### src/rtl/sha256_block_packer.sv
// Packs a UART byte stream into padded 512-bit SHA-256 message blocks.
// A message ends on in_last or after IDLE_TIMEOUT idle cycles.
module sha256_block_packer #(
   parameter int LEN_W        = 64,
   parameter int IDLE_TIMEOUT = 2000000
) (
   input  logic             clk,
   input  logic             rst,
   input  logic [7:0]       in_data,
   input  logic             in_valid,
   input  logic             in_last,
   output logic             in_ready,
   output logic [511:0]     blk_data,
   output logic             blk_valid,
   input  logic             blk_ready,
   output logic             blk_first,
   output logic             blk_last,
   output logic [LEN_W-4:0] msg_bytes,
   output logic             len_err
);

   localparam logic [1:0] S_FILL = 2'd0;
   localparam logic [1:0] S_PAD  = 2'd1;
   localparam logic [1:0] S_LEN  = 2'd2;
   localparam logic [1:0] S_EMIT = 2'd3;

   localparam int IW = (IDLE_TIMEOUT > 0) ? $clog2(IDLE_TIMEOUT + 1) : 1;

   logic [1:0]       state;
   logic [6:0]       idx;
   logic [LEN_W-4:0] byte_cnt;
   logic [IW-1:0]    idle_cnt;
   logic             first_pend;
   logic             pad_pend;
   logic             len_pend;
   logic             last_q;
   logic             run;

   logic             accept;
   logic [LEN_W-3:0] cnt_inc;
   logic [63:0]      bit_len;
   logic             timeout_hit;

   assign accept      = in_valid && in_ready;
   assign cnt_inc     = {1'b0, byte_cnt} + 1'b1;
   assign bit_len     = 64'({byte_cnt, 3'b000});
   assign timeout_hit = (IDLE_TIMEOUT > 0) && (byte_cnt != '0) &&
                        (idle_cnt == IW'(IDLE_TIMEOUT));

   // run keeps in_ready low while rst is asserted even though state is S_FILL.
   assign in_ready  = run && (state == S_FILL);
   assign blk_valid = (state == S_EMIT);
   assign blk_first = first_pend && blk_valid;
   assign blk_last  = last_q;
   assign msg_bytes = byte_cnt;

   // NOTE: the block buffer is reset because blk_data is an observable output with a defined reset value.
   always_ff @(posedge clk or posedge rst) begin
      if (rst) begin
         state      <= S_FILL;
         idx        <= '0;
         byte_cnt   <= '0;
         idle_cnt   <= '0;
         first_pend <= 1'b1;
         pad_pend   <= 1'b0;
         len_pend   <= 1'b0;
         last_q     <= 1'b0;
         run        <= 1'b0;
         len_err    <= 1'b0;
         blk_data   <= '0;
      end else begin
         run <= 1'b1;
         case (state)
            S_FILL: begin
               if (accept) begin
                  blk_data[511 - 8*int'(idx) -: 8] <= in_data;
                  idx      <= idx + 7'd1;
                  byte_cnt <= cnt_inc[LEN_W-4:0];
                  idle_cnt <= '0;
                  if (first_pend && idx == 7'd0) len_err <= cnt_inc[LEN_W-3];
                  else if (cnt_inc[LEN_W-3])     len_err <= 1'b1;
                  if (idx == 7'd63) begin
                     state    <= S_EMIT;
                     last_q   <= 1'b0;
                     pad_pend <= in_last;
                  end else if (in_last) begin
                     state <= S_PAD;
                  end
               end else if (timeout_hit) begin
                  state    <= S_PAD;
                  idle_cnt <= '0;
               end else if (byte_cnt != '0) begin
                  idle_cnt <= idle_cnt + 1'b1;
               end
            end
            S_PAD: begin
               blk_data[511 - 8*int'(idx) -: 8] <= 8'h80;
               for (int i = 0; i < 64; i++) begin
                  if (i > int'(idx)) blk_data[511 - 8*i -: 8] <= 8'h00;
               end
               // The length only fits if it does not collide with the 0x80 marker.
               if (idx <= 7'd55) begin
                  blk_data[63:0] <= bit_len;
                  last_q         <= 1'b1;
               end else begin
                  len_pend <= 1'b1;
                  last_q   <= 1'b0;
               end
               state <= S_EMIT;
            end
            S_LEN: begin
               blk_data <= {448'b0, bit_len};
               last_q   <= 1'b1;
               state    <= S_EMIT;
            end
            default: begin
               if (blk_ready) begin
                  blk_data   <= '0;
                  idx        <= '0;
                  first_pend <= 1'b0;
                  last_q     <= 1'b0;
                  if (pad_pend) begin
                     pad_pend <= 1'b0;
                     state    <= S_PAD;
                  end else if (len_pend) begin
                     len_pend <= 1'b0;
                     state    <= S_LEN;
                  end else if (last_q) begin
                     byte_cnt   <= '0;
                     first_pend <= 1'b1;
                     state      <= S_FILL;
                  end else begin
                     state <= S_FILL;
                  end
               end
            end
         endcase
      end
   end

endmodule

### config.mk
export PLATFORM = sky130hd
export DESIGN_NAME = sha256_block_packer
export DESIGN_NICKNAME = d
export VERILOG_FILES = /design/src/rtl/sha256_block_packer.sv
export SDC_FILE = /design/constraint.sdc
export NUM_CORES = 2
export LEC_CHECK = 0
export ABC_AREA = 1
export ABC_CLOCK_PERIOD_IN_PS = 28100
export CAP_MARGIN = 15
export CORE_ASPECT_RATIO = 0.8
export CORE_UTILIZATION = 45
export CTS_CLUSTER_SIZE = 20
export DETAILED_ROUTE_END_ITERATION = 10
export PLACE_DENSITY = 0.79
export SLEW_MARGIN = 20
export SYNTH_ARGS = -nofsm -noshare
export SYNTH_HDL_FRONTEND = slang
export SYNTH_SLANG_ARGS = --single-unit
export TNS_END_PERCENT = 5
### constraint.sdc
create_clock -name clk -period 28.1 [get_ports clk]
set_clock_uncertainty 0.1 [all_clocks]
set_input_delay 4.215 -clock clk [delete_from_list [all_inputs] [get_ports clk]]
set_output_delay 4.215 -clock clk [all_outputs]
set_load 0.005 [all_outputs]
* Word-level counts from Yosys, hierarchy flattened
Index checks and enable logic that the tools add are counted.
** Word-level totals
- Register bits after elaboration :: 609
- Latch bits :: 0
- Bits in writable memories :: 0
- Memory bits (read-only) :: 0
- Input port bits :: 13
- Memories :: 0
** Cells by class
- Add/subtract/negate cells :: 5
- Multipliers :: 0
- Div/mod/pow operators :: 0
- Order comparisons :: 64
- Eq/ne operators :: 13
- Shifts and indexed selects :: 3
- Mux-type cells :: 106
- Bitwise operators :: 3
- Reduce and logical (&&, ||, !) cells :: 28
** Operators by type and width (number)
- one-hot mux 512 bit (3 select lines) :: 1
- bitwise mux 512 bit :: 2
- two-way mux 512 bit :: 2
- variable shift 8 x 33 -> 519 bit (first input constant) :: 1
- indexed part select 8 x 33 -> 519 bit :: 1
- indexed part select 8 x 33 -> 519 bit (first input constant) :: 1
- two-way mux 8 bit :: 63
- two-way mux 61 bit :: 5
- > comparator 6 x 7 -> 1 bit (first input constant) :: 32
- one-hot mux 61 bit (2 select lines) :: 1
- > comparator 5 x 7 -> 1 bit (first input constant) :: 16
- two-way mux 64 bit :: 1
- two-way mux 21 bit :: 3
- adder 61 x 1 -> 62 bit (second input constant) :: 1
- nonzero test 61 bit :: 1
- > comparator 4 x 7 -> 1 bit (first input constant) :: 8
- negation 11 -> 33 bit :: 1
- > comparator 3 x 7 -> 1 bit (first input constant) :: 4
- adder 21 x 1 -> 21 bit (second input constant) :: 1
- == test 21 bit (second input constant) :: 1
- > comparator 2 x 7 -> 1 bit (first input constant) :: 2
- two-way mux 1 bit :: 14
- two-way mux 2 bit :: 7
- two-way mux 7 bit :: 2
- other kinds (28) :: 51

* Logic depth before layout (Yosys ltp)
- Depth after elaboration :: 7
- Mapped depth :: 15
- Mapped depth without buffers :: 13

* Worst setup path after synthesis
No wires, ideal clock.
- Kind :: flip-flop to output port
- From :: register state[0]
- To :: output in_ready
- Arrival :: 1751 ps
- Data required time :: 23785 ps
- Slack :: 22034 ps
- Cell stages (with the launch flop) :: 9
- Path through :: dfrtp_1 > inv_1 > ha_1 > buf_2 > clkbuf_1 > clkbuf_1 > buf_1 > nand2_1 > inv_1
** Between the ends
- Cells in the longest elaborated chain, start to end :: 2
** Ends and longest elaborated chain
- start, declared :: RTL line 29 : logic [1:0] state;
- start signal, assigned :: RTL line 60 : state <= S_FILL;
- start signal, assigned :: RTL line 83 : state <= S_EMIT;
- start signal, assigned :: RTL line 87 : state <= S_PAD;
- logical NOT 2 bit :: RTL line 51 : assign in_ready = run && (state == S_FILL);
- logical AND 1 bit :: RTL line 51
- end, declared :: RTL line 12 : output logic in_ready,
No other way between the ends.

* Final worst setup path
- From :: input in_valid
- To :: register blk_data[333]
** Between the ends
- Cells in the longest elaborated chain, start to end :: 3
** Ends and longest elaborated chain
- start, declared :: RTL line 10 : input logic in_valid,
- logical AND 1 bit :: RTL line 44 : assign accept = in_valid && in_ready;
- inequality test 2 bit (no line)
- AND reduction 2 bit (no line)
- end signal, assigned by index :: RTL line 76 : blk_data[511 - 8*int'(idx) -: 8] <= in_data;
- end signal, assigned :: RTL line 112 : blk_data <= {448'b0, bit_len};
- end, declared :: RTL line 13 : output logic [511:0] blk_data,
No other way between the ends.
A chain may end at the register's enable or synchronous reset.

==> metrics.md <==
| Metric | Value |
|---|---|
| Sequential share of the synthesized area | `0.461` |
| Initial Util | `0.457` |
| P&R area growth vs syn | `26.9%` |
| Initial DRC count | `5252` |
| Clock transition at the registers of the reported paths | `0.06 ns` |
| Via count | `36600` |
| Max-Cap Viols | `0` |
| Critical-path cell list | `clkdlybuf4s50_1 > nand3_1 > buf_4 > nand2_1 > nand2_4 > clkinv_2 > buf_4 > nand2_1 > nor2_1 > nand2_1 > o21ai_0 > nor2_1` |
| Clk pwr share | `0.288` |
| Final Critical Period | `8.12 ns` |
| Yosys cell types | `59` |
| Slowest cell on crit path | `nor2_1` |
| Power share of the sequential group | `0.320` |
| CTS sink cnt | `609` |
| Row count | `88` |
| Fin worst setup slack | `19.98 ns` |
| Cell mode on critical path | `nand2_1` |
| Post-CTS sizing | `0` |
| Syn Inst Count | `4659` |
| Most instantiated library cell after synthesis | `nand2_1` |
| CTS Buffer Depth | `3` |
| Latest clock arrival within the worst-skew pair | `0.64 ns` |
| Synth Register Bits | `609` |
| Slew Viols, Final | `0` |
| Max Fanout on Critical Path | `52` |
| Crit end category | `flop` |
| Leak Pwr | `19.4 nW` |
| Ys flop type | `dfrtp_1` |
| Core area | `72300 sq um` |
| Achievable frequency | `123 MHz` |
| Synth cell count leaders | `1317 x nand2_1, 855 x nor2_1, 608 x dfrtp_1, 451 x o21ai_0, 371 x inv_1` |
| IO Pins | `591` |
| Psw | `1.55 mW` |
| Drt via density | `5.94` |
| Largest net degree at the start of global routing | `174` |
| Hold WC Path Type | `reg -> reg` |
| Worst slack at placement | `19.52 ns` |
| Final WL | `156000 microns` |
| Final Power | `3.36 mW` |
| Failing checks | `DRC` |
| Die span in x | `305 microns` |
| Switching Share | `0.462` |
| Placed Cells incl. Taps | `6032` |
| First-pass GRT wire length | `226000 microns` |
| Post-DP HPWL | `113000 microns` |
| Initial antenna violation count | `7` |
| CTS tree | `yes` |
| Initial DRT Pass Iterations | `11` |
| Synth area leader | `dfrtp_1` |
| Comb power frac | `0.392` |
| Final hold vios | `0` |
| Worst EP required | `28.48 ns` |
| Share of layout cells above drive strength 1 | `0.0495` |
| CTS Hold Bufs | `0` |
| CTS H-Tree Depth | `3` |
| Largest cells by area after synthesis | `dfrtp_1 46%, nand2_1 15%, nor2_1 9.7%, o21ai_0 6.8%, inv_1 4.2%` |
| Mapped cell area | `33100 sq um` |
| Mean post-synth cell area | `7.10 sq um` |
| Worst Setup Path Type | `in -> reg` |
| Period utilisation layout | `0.289` |
| Die height | `244 microns` |
| Int Power | `1.81 mW` |
| PD cells | `80.0 nW/um^2` |
| Worst slew pin tran | `1.27 ns` |
| Total CTS buffers | `67` |
| GRT Total Usage | `0.408` |
| Antenna-violating nets left | `0` |
| Yosys warns | `0` |
| Hold WS | `0.401 ns` |
| Synth top area share | `0.460` |
| Post-DP Area | `39600 sq um` |
| Grt total ovfl | `0` |
| Number of flops mapped to enable cells by yosys | `0` |
| CTS root buf | `clkbuf_16` |
| Post-route insts no fill | `6154` |
| Startpoint types | `input port` |
| DRC | `1` |
| Final setup viols | `0` |
| Async SR Flop Fraction | `1.00` |
| Net Count, Synth | `4685` |
| Layout Utilization | `0.580` |
| Number of global-route vias before repair | `33300` |
| Post-CTS Setup Bufs | `0` |
| Arrival time worst endpoint | `8.50 ns` |
| Final GP Congestion | `1.05` |
| Slew HR | `0.147` |
| Unrepaired setup endpoints after global routing | `false` |
| Routed len/inst | `25.3 microns` |
| Max stage delay on crit path | `0.78 ns` |
| Status | `finished with violations` |
| Full die area | `74600 sq um` |
| Post-route cell area | `42000 sq um` |
| Final setup TNS | `0 ns` |
| Peak VDD IR | `0.0000748 V` |
| IO buf count | `590` |
| Final net count | `5182` |
## state kept, by name, indices dropped and copies added (netlist names), 2 cells and up
name / cells
idle_cnt: 21
msg_bytes: 61
state: 2
idx: 7
blk_data: 512
## worst paths after layout
check / start / end / slack, ns / depth (start not counted)
max: in_valid / blk_data[333] / 19.98 / 12
min reg2reg: first_pend / first_pend / 0.40 / 2
max in group asynchronous: rst / blk_data[250] / 20.78 / 5
max reg2reg: state[1] / blk_data[333] / 22.39 / 14
min in group asynchronous: rst / blk_data[83] / 4.09 / 2
min: first_pend / first_pend / 0.40 / 2
## routing by layer
| metal | vias to the layer above | GRT usage | routed length, microns |
|---|---|---|---|
| li1 | 16000 | - | - |
| met1 | 17300 | 0.555 | 60800 |
| met2 | 2704 | 0.575 | 63500 |
| met3 | 514 | 0.151 | 22900 |
| met4 | 12 | 0.184 | 8560 |
| met5 | - | 0 | 108 |
## power by group through the flow
stage	clock [mW]	combinational (mW)	sequential [mW]
finish	0.966	1.32	1.08
global placement	0	1.24	1.08
global route	1.00	1.38	1.08
CTS	0.964	1.26	1.07
detailed placement	0	1.25	1.08
floorplan	0	0.739	1.03
## worst max-delay path: cells and delay by family
kind,cells,cell delay (ns)
buffers and inverters,4,2.09
AO/OA/AOI/OAI,1,0.17
AND/OR/NAND/NOR,7,1.96
## final cells by class
type / instances / area, sq um
Clock inverter: 24 / 422
Sequential cell: 609 / 15200
Clock buffer: 96 / 1960
Tap cell: 945 / 1180
Antenna cell: 2 / 5.00
Inverter: 395 / 1490
Multi-Input combinational cell: 3458 / 15500
Fill cell: 6548 / 30400
Timing Repair Buffer: 625 / 6180
## cell usage in the layout, fill, tap and decap left out, types with 6 or more instances in the layout
| cell type | n |
|---|---|
| o211ai_1 | 6 |
| nand2_2 | 9 |
| nor3_2 | 15 |
| bufinv_16 | 8 |
| ha_1 | 11 |
| inv_1 | 370 |
| clkbuf_8 | 15 |
| a21oi_2 | 13 |
| a211oi_1 | 37 |
| o31ai_1 | 6 |
| nand2_1 | 1314 |
| a31oi_1 | 11 |
| nor2_4 | 6 |
| nor3_1 | 111 |
| nand3_1 | 237 |
| buf_4 | 34 |
| o22ai_1 | 36 |
| or2_2 | 7 |
| o21ai_0 | 451 |
| a22oi_1 | 8 |
| clkbuf_16 | 68 |
| o21ai_1 | 14 |
| clkinv_2 | 6 |
| clkdlybuf4s50_1 | 589 |
| inv_2 | 21 |
| nor2_2 | 22 |
| dfrtp_1 | 607 |
| mux2i_1 | 7 |
| clkbuf_1 | 13 |
| xor2_1 | 13 |
| nand2_4 | 6 |
| a21oi_1 | 146 |
| nor2_1 | 855 |
| nand4_1 | 74 |
## cells by family after synthesis
group           after synthesis  synth area share
fa+ha+maj                    13           0.00492
xor+xnor                     14           0.00371
simple gates               2678             0.334
flops                       609             0.461
other cells                   1          0.000113
compound gates              745             0.122
buf+inv                     592            0.0716
mux                           7           0.00212
(Power assumes the default switching activity.)
